### src/rtl/riscv_c_fetch_align.sv
// Realigns 32-bit fetch words into a stream of 16/32-bit RISC-V instructions,
// reassembling 32-bit instructions that straddle fetch words in a halfword buffer.
module riscv_c_fetch_align #(
  parameter int              XLEN     = 32,
  parameter logic [XLEN-1:0] RESET_PC = 32'h8000_0000
) (
  input  logic            clk,
  input  logic            rst,
  input  logic            flush,
  input  logic [XLEN-1:0] flush_pc,
  input  logic            fch_vld,
  output logic            fch_rdy,
  input  logic [31:0]     fch_dat,
  output logic            out_vld,
  input  logic            out_rdy,
  output logic [31:0]     out_ins,
  output logic [XLEN-1:0] out_pc,
  output logic            out_cmp
);

  logic [15:0]     hbuf_q, hbuf_d;
  logic            bv_q, bv_d;
  logic            skip_q, skip_d;
  logic [XLEN-1:0] pc_q, pc_d;

  logic [15:0] lo_half, hi_half;
  logic        hbuf_cmp, lo_cmp, hi_cmp;
  logic        out_hs;

  assign lo_half  = fch_dat[15:0];
  assign hi_half  = fch_dat[31:16];
  assign hbuf_cmp = (hbuf_q[1:0] != 2'b11);
  assign lo_cmp   = (lo_half[1:0] != 2'b11);
  assign hi_cmp   = (hi_half[1:0] != 2'b11);
  assign out_pc   = pc_q;
  assign out_hs   = out_vld & out_rdy;

  always_comb begin
    out_vld = 1'b0;
    fch_rdy = 1'b0;
    out_ins = fch_dat;
    out_cmp = 1'b0;
    hbuf_d  = hbuf_q;
    bv_d    = bv_q;
    skip_d  = skip_q;
    pc_d    = pc_q;

    if (rst) begin
      out_vld = 1'b0;
      fch_rdy = 1'b0;
    end else if (flush) begin
      bv_d   = 1'b0;
      pc_d   = flush_pc & ~{{(XLEN-1){1'b0}}, 1'b1};
      skip_d = flush_pc[1];
    end else if (bv_q && hbuf_cmp) begin
      // Buffered compressed halfword drains without touching the fetch side.
      out_vld = 1'b1;
      out_ins = {16'h0000, hbuf_q};
      out_cmp = 1'b1;
      if (out_rdy) bv_d = 1'b0;
    end else if (bv_q) begin
      out_vld = fch_vld;
      out_ins = {lo_half, hbuf_q};
      fch_rdy = out_rdy;
      if (fch_vld && out_rdy) begin
        hbuf_d = hi_half;
        bv_d   = 1'b1;
      end
    end else if (skip_q) begin
      if (hi_cmp) begin
        out_vld = fch_vld;
        out_ins = {16'h0000, hi_half};
        out_cmp = 1'b1;
        fch_rdy = out_rdy;
        if (fch_vld && out_rdy) skip_d = 1'b0;
      end else begin
        // Upper half starts a 32-bit instruction: swallow the word, emit nothing.
        fch_rdy = 1'b1;
        if (fch_vld) begin
          hbuf_d = hi_half;
          bv_d   = 1'b1;
          skip_d = 1'b0;
        end
      end
    end else if (lo_cmp) begin
      out_vld = fch_vld;
      out_ins = {16'h0000, lo_half};
      out_cmp = 1'b1;
      fch_rdy = out_rdy;
      if (fch_vld && out_rdy) begin
        hbuf_d = hi_half;
        bv_d   = 1'b1;
      end
    end else begin
      out_vld = fch_vld;
      out_ins = fch_dat;
      fch_rdy = out_rdy;
    end

    if (!rst && !flush && out_hs) begin
      pc_d = out_cmp ? pc_q + XLEN'(2) : pc_q + XLEN'(4);
    end
  end

  always_ff @(posedge clk or posedge rst) begin
    if (rst) begin
      hbuf_q <= 16'h0000;
      bv_q   <= 1'b0;
      skip_q <= 1'b0;
      pc_q   <= RESET_PC;
    end else begin
      hbuf_q <= hbuf_d;
      bv_q   <= bv_d;
      skip_q <= skip_d;
      pc_q   <= pc_d;
    end
  end

endmodule
### config.mk
export PLATFORM = sky130hd
export DESIGN_NAME = riscv_c_fetch_align
export DESIGN_NICKNAME = d
export VERILOG_FILES = /design/src/rtl/riscv_c_fetch_align.sv
export SDC_FILE = /design/constraint.sdc
export NUM_CORES = 1
export LEC_CHECK = 0
export BUFFER_PORTS_ARGS = -buffer_cell sky130_fd_sc_hd__buf_4
export CAP_MARGIN = 20
export CORE_MARGIN = 2
export CORE_UTILIZATION = 40
export CTS_BUF_LIST = sky130_fd_sc_hd__clkbuf_8
export CTS_CLUSTER_DIAMETER = 50
export DETAILED_ROUTE_END_ITERATION = 10
export PLACE_DENSITY = 0.64
export SLEW_MARGIN = 20
export SYNTH_ARGS = -nofsm -noshare
export SYNTH_HDL_FRONTEND = slang
export SYNTH_SLANG_ARGS = --single-unit
### constraint.sdc
create_clock -name clk -period 3 [get_ports clk]
set_clock_uncertainty 0.05 [all_clocks]
set_input_delay 0.3 -clock clk [delete_from_list [all_inputs] [get_ports clk]]
set_output_delay 0.3 -clock clk [all_outputs]
set_load 0.01 [all_outputs]
# Word-level counts from Yosys, hierarchy flattened
# Cells that the tools add are included.
# totals
reg_bits	50
input_bits	69
wordCells	83
# op_classes
add_sub_neg	2
eq_ne	9
n_mux	52
n_bitwise	4
n_reduce_logical	12
# op_table
op	count
$mux W32	11
$mux W16	6
$mux W1	35
$add A32 B2 Y32 const B	1
$add A32 B3 Y32 const B	1
$ne A2 B2 Y1 const B	5
$ne A3 B3 Y1 const B	3
$reduce_and A6 Y1	1
$logic_and A1 B1 Y1	4
$reduce_and A2 Y1	2
$not A1 Y1	3
$reduce_and A3 Y1	1
$reduce_bool A3 Y1	1
$logic_not A1 Y1	2
$ne A2 B1 Y1 const B	1
$reduce_bool A2 Y1	1
$and A1 B1 Y1	1

# Depth between registers and ports, before layout
# logic_depth
ltp_word	11
ltp_mapped	8
mapped_depth_nobuf	6

# Worst setup path after synthesis
# No wires, ideal clock.
# synth_path
kind	input -> register
startpoint	input rst
endpoint	register pc_q[11] (netlist: out_pc[11])
setup_time_ns	0.070
arrival_ns	2.231
required_ns	2.880
slack_ns	0.649
path_stages	8
n_path_buf	3
path_cell_list	buf_2 > or2_1 > buf_4 > nor4b_4 > buf_6 > mux2_4 > or4_1 > nand3_1
# synth_between
word_cells_on_any_way	11
cone_classes	1 x eq/ne; 4 x mux; 1 x bitwise; 5 x reduce/logical
# synth_lines
item	line	rtl
start, declared	8	input logic rst,
$mux W1	48	if (rst) begin
named net out_cmp	18	output logic out_cmp
$mux W32	101	pc_d = out_cmp ? pc_q + XLEN'(2) : pc_q + XLEN'(4);
$mux W32	100	if (!rst && !flush && out_hs) begin
end signal, assigned	115	pc_q <= pc_d;
end, declared	24	logic [XLEN-1:0] pc_q, pc_d;
# The timed path passes the listed nets, and every way through them passes these cells.
# A chain may end at the register's enable or synchronous reset.

# Worst setup path in the final report
# layout_path
startpoint	input rst
endpoint	output out_ins[29]
# layout_between
elab_chain_cells	1
# layout_rtl
item	line	rtl
$mux W32	48	
end, declared	16	output logic [31:0] out_ins,
# No other way between the ends.

==> results by group <==
Power and ir drop
  • Switch share: 0.357
  • Switching pwr: 0.767 mW
  • Leak Pwr: 2.11 nW
  • Internal: 1.38 mW
  • Maximum VDD drop: 0.199 mV
  • PwrDens: 457 mW/mm^2
  • Gate power share: 0.360
  • Clock power share: 0.187
  • Share of power burned in registers: 0.453

Detailed routing
  • Highest metal used: met4
  • Met3 Wirelength: 460 um
  • Drt initial violations: 140
  • DRT antenna net count: 0
  • M1 wire length: 4900 um
  • Drt drc: 0
  • Routed len/inst: 16.7 um
  • Vias: 3672
  • First-pass DRT Iterations: 4
  • Vias/cell: 5.77
  • Wire length on met2: 5110 um
  • Final wirelength: 10600 um

Cells and area
  • Final instance area: 0.00471 mm^2
  • P&R area growth vs syn: 33.4%
  • # diodes: 0
  • Most frequent cells in the layout: 144 x buf_4, 48 x nand2_1, 48 x dfrtp_1
  • Area of the multi-input gates: 0.00214 mm^2
  • Layout fillers: 881
  • Post-layout nets: 598
  • Share of cells above drive strength 1: 0.347
  • Util after Layout: 0.545
  • Commonest non-fill, non-tap cell in the layout: buf_4
  • Register Area: 0.00123 mm^2

Worst hold path
  • WHS Path Cells: 3
  • Worst Hold Launch: flush_pc[11]
  • HP Class: in2reg

Place
  • Routability Congestion: 0.800
  • Placed cell area: 0.00461 mm^2
  • Hpwl dp: 7660 um
  • DP Worst Slack: 0.569 ns
  • Port Buffer Count: 133

Floorplan
  • Initial Utilization: 0.409
  • Die area: 0.00959 mm^2
  • Die Y: 97.9 um
  • Site Rows: 34
  • Die width: 97.9 um
  • Core area: 0.00864 mm^2
  • Io pins: 136

Worst setup path
  • WP data arrival: 2.53 ns
  • Crit path capture: out_ins[29]
  • CP Max Fanout: 14
  • Critical Path RT: 2.65 ns
  • R2R Path Start: out_pc[3]
  • Worst Setup SP: rst
  • Reg2reg setup slack: 0.57 ns
  • Worst setup SP type: primary input
  • R2R cell count: 7
  • CP Class: in2out
  • Endpoint class of the critical path: primary output
  • Worst r2r dst: out_pc[24]

Yosys
  • Async SR Flop Fraction: 1.00
  • Syn nets: 475
  • Post-Syn Area: 0.00353 mm^2
  • Synthesized flop and latch total: 49
  • Top post-synthesis cells by area: dfrtp_1 34%, mux2_2 5.4%, mux2i_1 5.4%
  • Synth warnings: 0
  • Area share of the leading cell type in the synthesized netlist: 0.340
  • Yosys cell types: 61
  • Most used DFF post-synth: dfrtp_1
  • Syn Inst Count: 404
  • Area leader, netlist: dfrtp_1
  • Syn avg cell area: 8.74 um^2
  • Register area share after synthesis: 0.348
  • Number of enable flip-flop cells after synthesis: 0

CTS
  • CTS buffer count: 5
  • # clock sinks: 49
  • Post-cts sizing count: 0
  • H-tree depth: 2
  • CTS clock-pin slew for the worst setup and hold paths: 0.10 ns
  • CTS tree: done
  • Worst-skew pair later-pin latency: 0.31 ns
  • Clock root buffer: clkbuf_8
  • Clk buf depth: 2

Timing
  • Finish-stage setup viols: 0
  • Max-slew violations: 0
  • Period Utilization, post-route: 0.961
  • Final hold vios: 0
  • Min Tclk post-route: 2.88 ns
  • Hold WS: 0.142 ns
  • Setup TNS: 0 ns
  • Relative slew slack: 0.513
  • Worst slew pin tran: 0.731 ns
  • Setup ws final: 0.116 ns
  • F_max: 347 MHz
  • RSZ-0062 raised after global routing: no

Global route
  • Largest net degree at the start of global routing: 38
  • Global-route wire length before repair: 17300 um
  • Congestion Overflow GR: 0
  • Tot GR Track Use: 0.216
  • Vias in the first global route: 3370
  • Initial antenna violation count: 0

Run status
  • Status: finished, final reports clean

Flow run
  • Max-cap violations: 0
[synthesized netlist by cell type, types with 7 or more instances]
cell      instances
dfrtp_1          48
nand2_1          48
nor2_1           29
o21ai_0          25
nand3_1          23
mux2i_1          19
mux2_2           17
a22o_1           15
clkbuf_1         15
nor3_1           15
a21oi_1          12
nand4_1          12
a311oi_1          8
buf_2             8
nor4_1            8
o211ai_1          7
[cell type report]
class | instances | share of cell area
sequential | 49 | 0.261
tap | 108 | 0.0287
clock inverter | 3 | 0.00319
multi-input combinational | 321 | 0.454
clock buffer | 5 | 0.0146
inverter | 4 | 0.00319
timing repair buffer | 146 | 0.236
[per-stage QoR]
| stage | power, mW | instances |
|---|---|---|
| final | 2.15 | 636 |
| after floorplan | 1.41 | 404 |
| after CTS | 2.16 | 636 |
| after detailed placement | 1.76 | 627 |
| after global routing | 2.28 | 636 |
| after global placement | 1.75 | 627 |
[registers in the layout (all words and copies together) (netlist names)]
name / flops
skip_q: 1
hbuf_q: 16
bv_q: 1
out_pc: 31
[how the worst min path moves through the flow]
stage	slack, ns	end
2_1_floorplan	0.37	out_pc[11]
3_3_place_gp	0.27	hbuf_q[5]
3_5_place_dp	0.27	hbuf_q[5]
4_1_cts	0.15	out_pc[26]
5_1_grt	0.15	out_pc[28]
6_report	0.14	out_pc[11]
[critical path, cell delays in order]
cell           delay (ns)
dlygate4sd3_1        0.55
buf_4                0.17
or2_1                0.38
or3_1                0.70
a22o_1               0.29
buf_4                0.14
[power by group through the flow]
stage / combinational [mW] / clock, mW / sequential, mW
floorplan: 0.438 / 0 / 0.969
global placement: 0.766 / 0 / 0.980
detailed placement: 0.778 / 0 / 0.986
CTS: 0.783 / 0.401 / 0.974
global route: 0.844 / 0.428 / 1.01
finish: 0.775 / 0.402 / 0.974
[cell families after synthesis]
logic type / Yosys count / synth area share
XOR/XNOR: 1 / 0.00248
buffers and inverters: 34 / 0.0478
AND/OR/NAND/NOR: 181 / 0.281
flip-flops: 49 / 0.348
AO/OA/AOI/OAI: 98 / 0.196
adder cells (fa/ha/maj): 2 / 0.00709
other: 1 / 0.00106
multiplexers: 38 / 0.117
[timing repair]
action,4_1_cts,5_1_grt
hold buffers,1,0
hold endpoints to repair,12,0
buffers inserted,0,0
[per-layer routing]
| layer | global-route usage | up-vias |
|---|---|---|
| met5 | 0 | - |
| met3 | 0.0258 | 12 |
| li1 | - | 1782 |
| met4 | 0.0491 | 0 |
| met1 | 0.304 | 1759 |
| met2 | 0.357 | 119 |
Note: power is estimated with default switching activity, not from simulation.
